==> config.mk <==
export PLATFORM = sky130hd
export DESIGN_NAME = gtp_pll_ctrl
export DESIGN_NICKNAME = d
export VERILOG_FILES = /design/src/rtl/gtp_pll_ctrl_pkg.sv /design/src/rtl/gtp_sync2.sv /design/src/rtl/gtp_pll_ctrl.sv
export SDC_FILE = /design/constraint.sdc
export NUM_CORES = 1
export LEC_CHECK = 0
export ABC_AREA = 1
export ABC_CLOCK_PERIOD_IN_PS = 3600
export CORE_MARGIN = 4
export CORE_UTILIZATION = 35
export CTS_CLUSTER_SIZE = 28
export DETAILED_ROUTE_END_ITERATION = 6
export PLACE_DENSITY_LB_ADDON = 0.2
export SLEW_MARGIN = 30
export SYNTH_ARGS = -nofsm -noshare
export SYNTH_HDL_FRONTEND = slang
export SYNTH_HIERARCHICAL = 1
export SYNTH_SLANG_ARGS = --single-unit
==> constraint.sdc <==
create_clock -name clk -period 3.6 [get_ports clk]
set_clock_uncertainty 0.05 [all_clocks]
set_input_delay 0.54 -clock clk [delete_from_list [all_inputs] [get_ports clk]]
set_output_delay 0.54 -clock clk [all_outputs]
set_load 0.02 [all_outputs]
==> src/rtl/gtp_pll_ctrl_pkg.sv <==
// Shared types and constants for the GTPE2_COMMON PLL sequencer.
package gtp_pll_ctrl_pkg;

  typedef enum logic [2:0] {
    IDLE      = 3'd0,
    PWRDN     = 3'd1,
    RESET     = 3'd2,
    WAIT_LOCK = 3'd3,
    LOCKED    = 3'd4,
    FAILED    = 3'd5
  } state_t;

  localparam logic [2:0] GTREFCLK0 = 3'd1;
  localparam logic [2:0] GTREFCLK1 = 3'd2;

  localparam int LOCK_FILTER_LEN = 32;

endpackage

==> src/rtl/gtp_sync2.sv <==
// Two-flop synchronizer for a single asynchronous level; 2 cycles latency, no flow control.
module gtp_sync2 (
  input  logic clk,
  input  logic rst_n,
  input  logic d,
  output logic q
);

  logic meta;

  always_ff @(posedge clk or negedge rst_n) begin
    if (!rst_n) begin
      meta <= 1'b0;
      q    <= 1'b0;
    end else begin
      meta <= d;
      q    <= meta;
    end
  end

endmodule

==> src/rtl/gtp_pll_ctrl.sv <==
// GTPE2_COMMON PLL power-down/reset/lock sequencer with timeout and bounded retries.
// locked rises 3 cycles after pll_lock; optional lock filter via GTP_PLL_CTRL_LOCK_FILTER_EN.
module gtp_pll_ctrl
  import gtp_pll_ctrl_pkg::*;
#(
  parameter int PD_CYCLES    = 64,
  parameter int RST_CYCLES   = 16,
  parameter int LOCK_TIMEOUT = 4096,
  parameter int MAX_RETRIES  = 3,
  parameter int CNT_W        = 16
) (
  input  logic       clk,
  input  logic       rst_n,
  input  logic       start,
  input  logic [2:0] refclk_sel,
  input  logic       pll_lock,
  output logic       pll_pd,
  output logic       pll_reset,
  output logic [2:0] pll_refclk_sel,
  output logic       busy,
  output logic       locked,
  output logic       fail,
  output logic [3:0] retry_cnt
);

  localparam logic [CNT_W-1:0] PD_LD  = CNT_W'(PD_CYCLES - 1);
  localparam logic [CNT_W-1:0] RST_LD = CNT_W'(RST_CYCLES - 1);
  localparam logic [CNT_W-1:0] TO_LD  = CNT_W'(LOCK_TIMEOUT - 1);
  localparam logic [3:0]       MAX_R  = 4'(MAX_RETRIES);

  state_t           state;
  logic [CNT_W-1:0] cnt;
  logic             lock_s;
  logic             lock_ok;
  logic [3:0]       retry_inc;

  gtp_sync2 u_lock_sync (
    .clk   (clk),
    .rst_n (rst_n),
    .d     (pll_lock),
    .q     (lock_s)
  );

`ifdef GTP_PLL_CTRL_LOCK_FILTER_EN
  localparam int FW = $clog2(LOCK_FILTER_LEN);
  logic [FW-1:0] filt;

  // Counts consecutive high lock samples while waiting; any low sample restarts it.
  always_ff @(posedge clk or negedge rst_n) begin
    if (!rst_n) begin
      filt <= '0;
    end else if (state == WAIT_LOCK && lock_s && !start) begin
      filt <= filt + FW'(1);
    end else begin
      filt <= '0;
    end
  end

  assign lock_ok = lock_s && (filt == FW'(LOCK_FILTER_LEN - 1));
`else
  assign lock_ok = lock_s;
`endif

  assign retry_inc = (retry_cnt == 4'hF) ? 4'hF : retry_cnt + 4'd1;

  always_ff @(posedge clk or negedge rst_n) begin
    if (!rst_n) begin
      state          <= IDLE;
      cnt            <= '0;
      pll_pd         <= 1'b1;
      pll_reset      <= 1'b1;
      pll_refclk_sel <= GTREFCLK0;
      busy           <= 1'b0;
      locked         <= 1'b0;
      fail           <= 1'b0;
      retry_cnt      <= 4'd0;
    end else begin
      if (cnt != '0) cnt <= cnt - CNT_W'(1);
      if (start) begin
        state          <= PWRDN;
        cnt            <= PD_LD;
        pll_refclk_sel <= refclk_sel;
        pll_pd         <= 1'b1;
        pll_reset      <= 1'b1;
        busy           <= 1'b1;
        locked         <= 1'b0;
        fail           <= 1'b0;
        retry_cnt      <= 4'd0;
      end else begin
        case (state)
          PWRDN: if (cnt == '0) begin
            state  <= RESET;
            cnt    <= RST_LD;
            pll_pd <= 1'b0;
          end
          RESET: if (cnt == '0) begin
            state     <= WAIT_LOCK;
            cnt       <= TO_LD;
            pll_reset <= 1'b0;
          end
          WAIT_LOCK: begin
            // Lock beats a timeout landing on the same cycle.
            if (lock_ok) begin
              state  <= LOCKED;
              busy   <= 1'b0;
              locked <= 1'b1;
            end else if (cnt == '0) begin
              retry_cnt <= retry_inc;
              pll_reset <= 1'b1;
              if (retry_cnt < MAX_R) begin
                state <= RESET;
                cnt   <= RST_LD;
              end else begin
                state  <= FAILED;
                pll_pd <= 1'b1;
                busy   <= 1'b0;
                fail   <= 1'b1;
              end
            end
          end
          LOCKED: if (!lock_s) begin
            // Relock skips power-down: only the reset pulse is repeated.
            state     <= RESET;
            cnt       <= RST_LD;
            retry_cnt <= 4'd0;
            pll_reset <= 1'b1;
            busy      <= 1'b1;
            locked    <= 1'b0;
          end
          default: ;
        endcase
      end
    end
  end

endmodule
Yosys cells after proc, flatten, opt, wreduce, memory -nomap -nowiden
Cells that the tools add are included.
Word-level totals
  register bits after elaboration: 33
  output and inout bits: 12
  word-level logic and storage cells: 90
  bits of input ports: 7
Operators by class
  reduce and logical (&&, ||, !) cells: 15
  add/subtract/negate cells: 2
  muxes and demuxes: 45
  $lt $le $gt $ge: 1
  equal/unequal tests: 16
Operators with widths (count)
  $mux 16: 8
  $pmux 16 s4: 1
  $mux 3: 7
  $mux 4: 5
  $mux 1: 18
  $ne 3x3->1 const B: 6
  $logic_not 16->1: 1
  $reduce_bool 16->1: 1
  $sub 16x1->16 const B: 1
  $reduce_and 5->1: 3
  $pmux 3 s4: 1
  $reduce_and 4->1: 3
  $ne 4x3->1 const B: 2
  $pmux 4 s2: 1
  $eq 3x2->1 const B: 2
  $pmux 1 s2: 3
  $reduce_bool 3->1: 2
  $reduce_bool 5->1: 1
  $add 4x1->4 const B: 1
  $eq 4x4->1 const B: 1
  $lt 4x2->1 const B: 1
  $ne 2x2->1 const B: 2
  $reduce_bool 2->1: 2
  $reduce_bool 4->1: 1
  5 further kinds: 5

Depth between registers and ports, before layout
  word-level depth: 7
  mapped depth: 14
  depth with buffers taken out: 14

Cells and area by module
The synthesis kept the hierarchy.
Modules (own cells, without submodules)
  gtp_pll_ctrl: cells each 300, instances 1, area an instance 2084.5 µm², seq. area each 779.5 µm²
  gtp_sync2: cells each 2, instances 1, area an instance 50.0 µm², seq. area each 50.0 µm²

Worst setup path before layout
Ideal clock, no wire load.
  kind: register -> register
  from: register retry_cnt[0]
  to: register cnt[8]
  data required time: 3437 ps
  path slack: 1730 ps
  setup time: 113 ps
  path buffers: 0
  arrival time: 1707 ps
  stages on the path, launching flop included: 13
  clock period less this slack: 1870 ps
  cells stage by stage: dfrtp_1 ha_1 or2_1 nor2_2 nand2_1 nand2_1 inv_1 nor2_2 nand3_2 nand2_2 inv_2 nand2_1 inv_1
On the way
  word-level cells in the longest chain between the ends: 6
RTL lines
  from (decl): line gtp_pll_ctrl.sv:23  | output logic [3:0] retry_cnt
  from (signal assigned): line gtp_pll_ctrl.sv:108  | retry_cnt <= retry_inc;
  $lt 4x2->1: line gtp_pll_ctrl.sv:110  | if (retry_cnt < MAX_R) begin
  $mux 16: line gtp_pll_ctrl.sv:110
  $mux 16: line gtp_pll_ctrl.sv:107  | end else if (cnt == '0) begin
  $mux 16: line gtp_pll_ctrl.sv:103  | if (lock_ok) begin
  $pmux 16 s4: line gtp_pll_ctrl.sv:90  | case (state)
  $mux 16: line gtp_pll_ctrl.sv:79  | if (start) begin
  to (signal assigned): line gtp_pll_ctrl.sv:78  | if (cnt != '0) cnt <= cnt - CNT_W'(1);
  to (decl): line gtp_pll_ctrl.sv:32  | logic [CNT_W-1:0] cnt;
No other way between the ends.
A chain may end at the register's enable or synchronous reset.

Worst setup path after layout
  from: input port start
  to: register state[1]
On the way
  word-level cells in the longest chain between the ends: 2
  elaborated cells on any way between the ends: 7
  those cells by class: eq/ne: 4; mux: 1; reduce/logical: 2
RTL lines
  from (decl): line gtp_pll_ctrl.sv:14  | input logic start,
  $ne 4x3->1 (no line), or another cell as far along
  $reduce_and 5->1 (no line)
  to (signal assigned): line gtp_pll_ctrl.sv:68  | state <= IDLE;
  to (signal assigned): line gtp_pll_ctrl.sv:80  | state <= PWRDN;
  to (signal assigned): line gtp_pll_ctrl.sv:92  | state <= RESET;
  to (decl): line gtp_pll_ctrl.sv:31  | state_t state;
Parallel ways exist; a longest one is shown, timed or not.

==> impl_metrics.yaml <==
floorplanning:
  die-width_um: 86.1
  coreArea_um2: 5920
  dieArea_um2: 7410
  initial_core_util_pct: 36.1
  rows: 28
  die_h_um: 86.1
  boundaryPins: 19
worst_setup_path:
  path_cells: "clkdlybuf4s50_1 > inv_1 > nand2_2 > nor2_2 > nand2_1 > nand3b_2 > nand2_1 > o21ai_1"
  cp-start-kind: "primary input"
  max_stage_delay_ps: 640
  cp_max_fo: 14
  critical_path.endpoint_type: "register"
  crit_type: "primary input to register"
  crit_top_cell: "nand2_1"
  cp_slowest_cell: "clkdlybuf4s50_1"
  arrival_ps: 2360
  required_ps: 3770
logic_synthesis:
  yosysTopAreaCell: "dfrtp_1"
  avgSynthCellArea_um2: 7.07
  synth.area.top_cells: "dfrtp_1 35%, nand2_1 15%, inv_1 6.3%, nor2_1 6.2%, nand3_1 4.7%"
  synth.top_cell.area_share_pct: 35.2
  synth-main-ff-cell: "dfrtp_1"
  yosys-top-cells-count: "88 x nand2_1, 36 x inv_1, 35 x nor2_1"
  syn_inst: 302
  yosysMostFrequentCell: "nand2_1"
  synth-edff-count: 0
  async_flop_share_pct: 100
  synth_seq_cells: 33
  syn-cell-area_um2: 2130
  synth_warnings: 6
  synth.distinct_cells: 34
  syn_nets: 313
  ys_seq_area_share_pct: 38.9
final_layout:
  fillers: 610
  final_nets: 336
  synthToLayoutAreaGrowth_pct: 17.0
  layout.area.seq_um2: 830
  multi_input_area_um2: 1140
  diodes: 0
  fin_area_um2: 2500
  drive_gt1_share_pct: 13.5
power_and_ir_drop:
  p_leak_nw: 1.24
  total_power_mw: 1.56
  p_per_area_nw_per_um2: 626
  ir_worst_vdd_v: 0.000434
cts:
  clockBufferDepth: 2
  cts-buffers-inserted: 5
  cts_sinks: 33
  clockRootBuffer: "clkbuf_8"
  cts_tree: "built"
  clk_pin_slew_ps: 70
  cts_setup_buffers: 0
  clk-insertion-delay-late_ps: 290
  cts_resized: 0
  h-tree-depth: 2
  postCtsHoldBufs: 0
placed_design:
  place_area_um2: 2400
  portBuffers: 18
  post-dp-hpwl_um: 3830
  place_congestion: 0.859
timing:
  finalSetupTns_ps: 0
  tightest_slew_ps: 775
  fin_crit_ps: 2190
  final_max_slew_viol_count: 0
  setup_violations: 0
  rsz0062_at_grt: "no"
  max_freq_mhz: 457
  slew_headroom_pct: 48.4
  period_share_pct: 60.8
  finalHoldViolations: 0
global_routing:
  track_usage_pct: 15.1
  gr-total-overflow: 0
  antenna_found_initial: 0
  grt_max_degree: 34
  first_global_vias: 1894
  grt_pass1_wl_um: 8740
min_path:
  min_path_type: "primary input to async pin"
run:
  drv_cap: 0
detailed_routing:
  dr.pass1.iters: 4
  vias: 1926
  ant_nets: 0
  routedWlPerCell_um: 12.5
  drc_errors: 0
  vias_per_cell: 4.80
  wirelength_um: 5010
  drtIter0Drc: 99
outcome:
  run_status: "complete, no violations"
[cell families after synthesis]
logic type / after synthesis / share of synthesized area (%)
and+or+nand+nor: 180 / 39.3
buffers and inverters: 44 / 7.86
AOI/OAI and AO/OA: 37 / 10.0
DFF: 33 / 38.9
xor gates and xnor gates: 4 / 1.64
adders and majority gates: 4 / 2.34
[through the flow]
step | cells | hold slack, ps | utilization (%) | setup slack [ps]
finish | 401 | 266 | 42.2 | 1410
global placement | 393 | 285 | 40.5 | 1150
detailed placement | 393 | 285 | 40.5 | 1110
global route | 401 | 313 | 42.2 | 1210
floorplan | 302 | 194 | - | 1730
CTS | 401 | 300 | 42.2 | 1410
[placed cells by master (no fill, tap or decap), drive strengths merged]
cell	Yosys	layout
dfrtp	30	30
dfstp	3	3
inv	42	42
clkdlybuf4s50	0	17
nand3	21	21
a31o	1	1
a21boi	1	1
a41oi	1	1
nor2	45	45
nand2	98	98
nand4	3	3
clkinv	0	1
nand3b	4	4
o21a	1	1
xor2	4	4
a21oi	10	10
buf	0	1
ha	4	4
o2111ai	1	1
nor4	1	1
o21ai	19	19
a311oi	1	1
o21bai	1	1
o31ai	1	1
or2	1	1
nor3	7	7
clkbuf	2	7
[state kept, by name, indices dropped and copies added, names as in the netlist]
name / cells
busy: 1
cnt: 16
fail: 1
locked: 1
pll_pd: 1
pll_refclk_sel: 3
pll_reset: 1
retry_cnt: 4
state: 3
u_lock_sync/meta: 1
u_lock_sync/q: 1
[area by class of cell]
type	instances	share of cell area, %
tap	75	3.76
clock inverter	1	0.200
clock buffer	7	3.86
timing repair buffer	18	7.01
sequential	33	33.2
inverter	42	6.41
multi-input combinational	225	45.5
[final timing paths]
path / start / slack, ps / cells after the start / to
setup / recovery: start / 1410 / 8 / state[1]
hold / removal: rst_n / 270 / 1 / cnt[8]
max in group asynchronous: rst_n / 2740 / 1 / busy
hold reg to reg: u_lock_sync/meta / 300 / 0 / u_lock_sync/q
setup reg to reg: retry_cnt[0] / 1570 / 12 / cnt[9]
min in group clk: u_lock_sync/meta / 300 / 0 / u_lock_sync/q
[worst max-delay path: cells and delay by family]
kind | cells | cell delay, ps
buffers and inverters | 2 | 1110
AND/OR/NAND/NOR | 5 | 620
AO/OA/AOI/OAI | 1 | 80
[per-layer routing]
metal  track usage, %  up-vias  routed length, µm
met5                0        -                  0
met4             5.04        0                 65
met3             4.23        7                168
met2             23.5       26               2250
met1             20.1      887               2520
li1                 -     1006                  -
[power breakdown]
group	internal, mW	switching (mW)
Combinational	0.260	0.458
Clock	0.173	0.146
Sequential	0.450	0.0765
Total	0.883	0.681
No activity file was read; power rests on OpenSTA's default activity.
